### config.mk
export PLATFORM = sky130hd
export DESIGN_NAME = downcount_timer
export DESIGN_NICKNAME = d
export VERILOG_FILES = /design/src/rtl/downcount_timer_pkg.sv /design/src/rtl/downcount_timer.sv
export SDC_FILE = /design/constraint.sdc
export NUM_CORES = 1
export LEC_CHECK = 0
export CORE_UTILIZATION = 25
export DETAILED_ROUTE_END_ITERATION = 8
export PLACE_DENSITY = 0.48
export SLEW_MARGIN = 25
export SYNTH_ARGS = -nofsm -noshare
export SYNTH_HDL_FRONTEND = slang
export SYNTH_SLANG_ARGS = --single-unit
### constraint.sdc
create_clock -name clk -period 2 [get_ports clk]
set_clock_uncertainty 0.2 [all_clocks]
set_input_delay 0.3 -clock clk [delete_from_list [all_inputs] [get_ports clk]]
set_output_delay 0.3 -clock clk [all_outputs]
set_load 0.03 [all_outputs]
### src/rtl/downcount_timer_pkg.sv
// ============================================================================
// Module  : downcount_pkg
// Brief   : Shared types and defaults for the loadable down-count timer.
// Revision: 1.0 - initial release
// ============================================================================
`default_nettype none

package downcount_pkg;

  typedef enum logic [0:0] {
    DC_IDLE = 1'b0,
    DC_RUN  = 1'b1
  } dc_state_t;

  localparam int DC_WIDTH = 4;

endpackage

`default_nettype wire

### src/rtl/downcount_timer.sv
// ============================================================================
// Module  : downcount_timer
// Brief   : Loadable down-counter with one-shot / periodic terminal-count pulse.
// Revision: 1.0 - initial release
// ============================================================================
`default_nettype none

module downcount_timer
  import downcount_pkg::*;
#(
  parameter int WIDTH = DC_WIDTH
) (
  input  logic             clk,
  input  logic             rst,
  input  logic             load,
  input  logic [WIDTH-1:0] data,
  input  logic             en,
  input  logic             auto_reload,
  output logic [WIDTH-1:0] q,
  output logic             busy,
  output logic             done,
  output logic             zero
);

  dc_state_t        state_q, state_d;
  logic [WIDTH-1:0] count_q, count_d;
  logic [WIDTH-1:0] reload_q, reload_d;
  logic             done_q, done_d;

  always_ff @(posedge clk) begin
    if (rst) begin
      state_q  <= DC_IDLE;
      count_q  <= '0;
      reload_q <= '0;
      done_q   <= 1'b0;
    end else begin
      state_q  <= state_d;
      count_q  <= count_d;
      reload_q <= reload_d;
      done_q   <= done_d;
    end
  end

  always_comb begin
    state_d  = state_q;
    count_d  = count_q;
    reload_d = reload_q;
    done_d   = 1'b0;
    if (load) begin
      count_d  = data;
      reload_d = data;
      state_d  = (data != '0) ? DC_RUN : DC_IDLE;
    end else if (state_q == DC_RUN && en) begin
      // RUN always holds a nonzero count, so the terminal test is q == 1.
      if (count_q == WIDTH'(1)) begin
        done_d = 1'b1;
        if (auto_reload) begin
          count_d = reload_q;
        end else begin
          count_d = '0;
          state_d = DC_IDLE;
        end
      end else begin
        count_d = count_q - WIDTH'(1);
      end
    end
  end

  assign q    = count_q;
  assign busy = (state_q == DC_RUN);
  assign done = done_q;
  assign zero = (count_q == '0);

endmodule

`default_nettype wire

==> flow_metrics.env, run 1 <==
export IMPL_diodes=0
export IMPL_grt_pass1_vias=472
export IMPL_syn_nets=71
export IMPL_timing_rr_start="q[0]$_SDFFE_PP0P_"
export IMPL_nFillCells=226
export IMPL_die_y_um=47.6
export IMPL_die_w_um=47.6
export IMPL_port_buffers=15
export IMPL_drc_errors=0
export IMPL_pre_cts_ws_ns=0.114
export IMPL_reg2reg_slack_ns=0.27
export IMPL_nets=93
export IMPL_path_cells="clkdlybuf4s50_1"
export IMPL_yosys_top_cells_area="dfxtp_1 (39%), ha_1 (7.2%), a21oi_1 (6.7%)"
export IMPL_layout_commonest_cell="clkdlybuf4s50_1"
export IMPL_io_pins=16
export IMPL_cts_resized=0
export IMPL_min_from="reload_q[2]$_SDFFE_PP0P_"
export IMPL_yosys_area_top_type="dfxtp_1"
export IMPL_dieArea_um2=2260
export IMPL_yosys_area_top_type_share_pct=38.6
export IMPL_max_vdd_ir_drop_mv=0.465
export IMPL_hp_class="reg2reg"
export IMPL_drtIter0Drc=14
export IMPL_syn_area_um2=519
export IMPL_fmaxAchievable_mhz=522
export IMPL_syn_to_final_growth_pct=46.7
export IMPL_cts_max_level=1
export IMPL_detail_route_antenna_nets=0
export IMPL_dr_pass1_iters=4
export IMPL_grt_pass1_wl_um=2140
export IMPL_cts_hold_buffers=0
export IMPL_rows=16
export IMPL_start_util_pct=26.5
export IMPL_cp_arrival_ns=1.42
export IMPL_vias=535
export IMPL_setup_ws_ns=0.0832
export IMPL_coreArea_um2=1960
export IMPL_postSynthCellCount=59
export IMPL_synth_warnings=0
export IMPL_tightest_slew_ns=0.398
export IMPL_fin_crit_ns=1.92
export IMPL_rsz0062_at_grt="false"
export IMPL_fin_tns_setup_ns=0
export IMPL_root_buffer="clkbuf_4"
export IMPL_design_area_um2=762
export IMPL_cts_inserted_buffers=3
export IMPL_gr_total_overflow=0
export IMPL_ys_seq_elements=10
export IMPL_crit_slowest_cell="clkdlybuf4s50_1"
export IMPL_power_leakage_nw=0.305
export IMPL_critPathLaunch="busy$_SDFFE_PP0P_"
export IMPL_power_density_nw_per_um2=706
export IMPL_cp_buffers_inverters=1
export IMPL_grt_antenna_before_repair=0
export IMPL_critPathTopFamily="buffers and inverters"
export IMPL_slowest_delay_ns=0.71
export IMPL_finalSetupViolations=0
export IMPL_cts_max_path_buffers=2
export IMPL_clk_pin_slew_worst_paths_ns=0.07
export IMPL_postCtsSetupRepairBufs=0
export IMPL_rr_worst_depth=5
export IMPL_relSlewSlack_pct=73.4
export IMPL_wl_per_cell_um=12.6
export IMPL_clock_sinks=10
export IMPL_place_area_um2=723
export IMPL_min_path_cells=2
export IMPL_critical_path_class="reg2out"
export IMPL_hold_violations=0
export IMPL_vias_per_cell=5.00
export IMPL_crit_path_start_kind="register"
export IMPL_hpwl_um=996
export IMPL_routed_wl_um=1350
export IMPL_final_cell_mix="clkdlybuf4s50_1 (13), dfxtp_1 (10), a21oi_1 (7)"
export IMPL_drive_gt1_share_pct=12.5
export IMPL_cts_tree="done"
export IMPL_period_share_pct=95.8
export IMPL_clkLatencyLatePin_ns=0.27
export IMPL_synth_cell_types=23
export IMPL_grt_total_usage_pct=13.8
export IMPL_gp_congestion=0.742
export IMPL_worstReg2RegEnd="q[2]$_SDFFE_PP0P_"
export IMPL_crit_required_ns=1.50
export IMPL_cp_end_kind="output pin"
export IMPL_critPathMaxFanout=6
export IMPL_grt_max_degree=13
export IMPL_synth_area_per_cell_um2=8.80
export IMPL_drv_cap=0
export IMPL_slew_violations=0
export IMPL_whs_endpoint="reload_q[2]$_SDFFE_PP0P_"
export IMPL_outcome="complete, no violations"
export IMPL_ys_seq_area_share_pct=38.6
cell type report:
cell class                 count  area [µm²]  share of cell area (%)
timing repair buffer          19         180                    23.6
inverter                       2        7.51                   0.985
clock buffer                   4        36.3                    4.76
tap                           27        33.8                    4.43
multi-input combinational     45         304                    39.9
sequential                    10         200                    26.3
cells by family (layout without fill, tap and decap cells):
kind of cell | after synthesis | in the layout | synth area share (%)
and+or+nand+nor | 22 | 22 | 25.1
AOI/OAI and AO/OA | 17 | 17 | 20.5
DFF | 10 | 10 | 38.6
buffers and inverters | 4 | 25 | 2.89
adders and majority gates | 3 | 3 | 7.23
muxes | 3 | 3 | 5.78
worst reg2reg max path: cells and delay by family (launching register included):
kind | cells | cell delay [ns]
AND/OR/NAND/NOR | 2 | 0.59
flip-flops | 1 | 0.43
adder cells (fa/ha/maj) | 1 | 0.24
AO/OA/AOI/OAI | 2 | 0.20
Yosys cell counts:
| library cell | n |
|---|---|
| a22oi_1 | 2 |
| nor3_1 | 2 |
| nand2b_1 | 2 |
| inv_1 | 2 |
| clkbuf_1 | 2 |
| and4b_1 | 1 |
| ha_1 | 3 |
| mux2i_1 | 3 |
| nor3b_2 | 1 |
| dfxtp_1 | 10 |
| a211oi_1 | 1 |
| nand3_1 | 1 |
| o41ai_1 | 1 |
| or4_1 | 1 |
| o22ai_1 | 2 |
| nand2_1 | 2 |
| a21oi_1 | 7 |
| a31oi_1 | 3 |
| a311oi_1 | 1 |
| or3_1 | 2 |
| nand3b_1 | 3 |
| nor3b_1 | 1 |
| nor2_1 | 6 |
flip-flops by register name, indices dropped and copies added (netlist names):
register  cells
busy          1
done          1
q             4
reload_q      4
metrics by stage:
step	std cells	hold WS [ns]	total power [mW]	util [%]
after floorplan	59	0.245	0.298	-
after global placement	103	0.266	0.357	36.9
after detailed placement	103	0.267	0.357	36.9
after CTS	107	0.277	0.545	38.7
after global routing	107	0.302	0.569	38.8
final	107	0.276	0.538	38.8
layer usage:
| metal | share of wire, % | track usage [%] | vias up |
|---|---|---|---|
| met1 | 48 | 20.6 | 248 |
| met4 | 1.8 | 5.00 | 0 |
| met3 | 6.2 | 4.53 | 4 |
| met5 | 0 | 0 | - |
| met2 | 44 | 18.1 | 18 |
| li1 | - | - | 265 |
how the worst max path moves through the flow:
stage / to / slack (ns) / cells after the start
after floorplan: zero / 0.09 / 3
after global placement: q[2]$_SDFFE_PP0P_ / 0.12 / 4
after detailed placement: q[2]$_SDFFE_PP0P_ / 0.11 / 4
after CTS: q[3] / 0.04 / 1
after global routing: busy / 0.02 / 1
final: busy / 0.08 / 1
where the power goes:
| group | leakage [nW] | total (mW) | switching, mW | internal [mW] |
|---|---|---|---|---|
| Sequential | 0.0825 | 0.223 | 0.0123 | 0.211 |
| Clock | 0.0210 | 0.185 | 0.0747 | 0.111 |
| Combinational | 0.201 | 0.129 | 0.0671 | 0.0622 |
(Power assumes the default switching activity.)
==> inputs of run 2 (changes only) <==
--- a/config.mk
+++ b/config.mk
@@ -5,9 +5,10 @@
 export SDC_FILE = /design/constraint.sdc
 export NUM_CORES = 1
 export LEC_CHECK = 0
-export CORE_UTILIZATION = 25
+export CORE_AREA = 2 2 39 41
 export DETAILED_ROUTE_END_ITERATION = 8
-export PLACE_DENSITY = 0.48
+export DIE_AREA = 0 0 41 43
+export PLACE_DENSITY = 0.69
 export SLEW_MARGIN = 25
 export SYNTH_ARGS = -nofsm -noshare
 export SYNTH_HDL_FRONTEND = slang
==> run 2 against run 1 <==
  * Fmax rose by 0.60%
  * Non-clock buffer count rose by 1
  * Final cell count fell by 9.3%
  * Worst setup slack improved by 0.012 ns
  * Combinational power barely moved
  * Sequential share of layout area rose by 0.13 points
  * Clock-buffer cell count did not move
  * Clock power fell by 3%
  * Critical endpoint unchanged
  * Largest power group unchanged
==> flow_metrics.env, run 2 (synthesis results as in run 1) <==
export IMPL_cts_tree="done"
export IMPL_die_w_um=41
export IMPL_grt_pass1_vias=467
export IMPL_start_util_pct=37.5
export IMPL_routed_wl_um=1330
export IMPL_drv_cap=0
export IMPL_final_cell_mix="clkdlybuf4s50_1 (12), dfxtp_1 (10), a21oi_1 (7)"
export IMPL_grt_pass1_wl_um=2010
export IMPL_tightest_slew_ns=0.376
export IMPL_crit_required_ns=1.50
export IMPL_drive_gt1_share_pct=13.6
export IMPL_clk_pin_slew_worst_paths_ns=0.06
export IMPL_vias=541
export IMPL_rsz0062_at_grt="false"
export IMPL_slew_violations=0
export IMPL_slowest_delay_ns=0.71
export IMPL_fin_tns_setup_ns=0
export IMPL_diodes=0
export IMPL_hold_violations=0
export IMPL_critPathTopFamily="buffers and inverters"
export IMPL_detail_route_antenna_nets=0
export IMPL_nFillCells=135
export IMPL_drtIter0Drc=10
export IMPL_cts_max_path_buffers=2
export IMPL_cts_max_level=1
export IMPL_power_share_combinational_pct=24.0
export IMPL_dieArea_um2=1760
export IMPL_power_leakage_nw=0.325
export IMPL_p_clk_share_pct=33.7
export IMPL_vias_per_cell=5.58
export IMPL_relSlewSlack_pct=74.8
export IMPL_clkLatencyLatePin_ns=0.26
export IMPL_grt_max_degree=10
export IMPL_gr_total_overflow=0
export IMPL_postCtsSetupRepairBufs=0
export IMPL_power_density_nw_per_um2=702
export IMPL_coreArea_um2=1380
export IMPL_grt_total_usage_pct=17.6
export IMPL_port_buffers=15
export IMPL_rows=14
export IMPL_cp_end_kind="output pin"
export IMPL_cp_arrival_ns=1.41
export IMPL_cts_inserted_buffers=3
export IMPL_internal_power_mw=0.384
export IMPL_cp_buffers_inverters=1
export IMPL_nets=94
export IMPL_fin_crit_ns=1.91
export IMPL_seq_power_share_pct=42.3
export IMPL_outcome="complete, no violations"
export IMPL_max_vdd_ir_drop_mv=0.473
export IMPL_path_cells="clkdlybuf4s50_1"
export IMPL_swShare_pct=27.9
export IMPL_wl_per_cell_um=13.7
export IMPL_layout_commonest_cell="clkdlybuf4s50_1"
export IMPL_critPathMaxFanout=6
export IMPL_clock_sinks=10
export IMPL_multi_input_area_um2=304
export IMPL_cts_hold_buffers=0
export IMPL_gp_congestion=0.792
export IMPL_cts_resized=0
export IMPL_crit_slowest_cell="clkdlybuf4s50_1"
export IMPL_period_share_pct=95.3
export IMPL_fmaxAchievable_mhz=525
export IMPL_regArea_um2=200
export IMPL_io_pins=16
export IMPL_syn_to_final_growth_pct=46.0
export IMPL_root_buffer="clkbuf_4"
export IMPL_grt_antenna_before_repair=0
export IMPL_die_y_um=43
export IMPL_critical_path_class="reg2out"
export IMPL_drc_errors=0
export IMPL_total_power_mw=0.532
export IMPL_dr_pass1_iters=4
export IMPL_hpwl_um=992
export IMPL_hp_class="reg2reg"
export IMPL_finalSetupViolations=0
export IMPL_p_switching_mw=0.148
export IMPL_crit_path_start_kind="register"
## run 2: cell count changes in the layout (fill, tap and decap cells not counted)
cell / delta
buf_4: +1
clkdlybuf4s50_1: -1
dlymetal6s2s_1: +1
## run 2: routing by layer
layer,part of all wire (%),track usage [%],vias to the layer above,wire (µm)
met5,0,0,-,0
met4,0.98,6.00,0,13
met3,5.3,9.42,2,70
met2,47,25.0,14,628
met1,46,22.0,258,612
li1,-,-,267,-
## run 2: path summary, 6_finish.rpt
check / from / to / slack [ns] / cells past startpoint
max: busy$_SDFFE_PP0P_ / busy / 0.09 / 1
min: reload_q[2]$_SDFFE_PP0P_ / reload_q[2]$_SDFFE_PP0P_ / 0.28 / 2
max reg2reg: q[0]$_SDFFE_PP0P_ / q[2]$_SDFFE_PP0P_ / 0.27 / 5
min reg2reg: reload_q[2]$_SDFFE_PP0P_ / reload_q[2]$_SDFFE_PP0P_ / 0.28 / 2
## run 2: power groups by stage
stage	combinational (mW)	clock, mW	sequential [mW]
global route	0.139	0.197	0.227
finish	0.128	0.179	0.225
CTS	0.129	0.188	0.225
global placement	0.126	0	0.229
detailed placement	0.128	0	0.230
floorplan	0.0578	0	0.240
## run 2: tightest hold or removal path, cell delays in order (launching register included)
cell and delay (ns):
dfxtp_1 0.32, nand2b_1 0.07, a21oi_1 0.06
## run 2: final cells by class
class | instances | area share, %
well taps | 16 | 2.64
multi-input cells | 45 | 40.1
flip-flops and latches | 10 | 26.4
clock buffers | 4 | 4.79
inverters | 2 | 0.990
repair buffers | 20 | 25.1
## run 2: stage by stage
stage               area (µm²)  hold WS [ns]  instances  worst slack [ns]  utilization, %
detailed placement         717         0.277         93             0.150            51.8
CTS                        753         0.286         97            0.0403            54.4
global placement           717         0.265         93             0.192            51.8
floorplan                  519         0.245         59            0.0884               -
global route               758         0.306         97            0.0263            54.8
finish                     758         0.283         97            0.0948            54.8
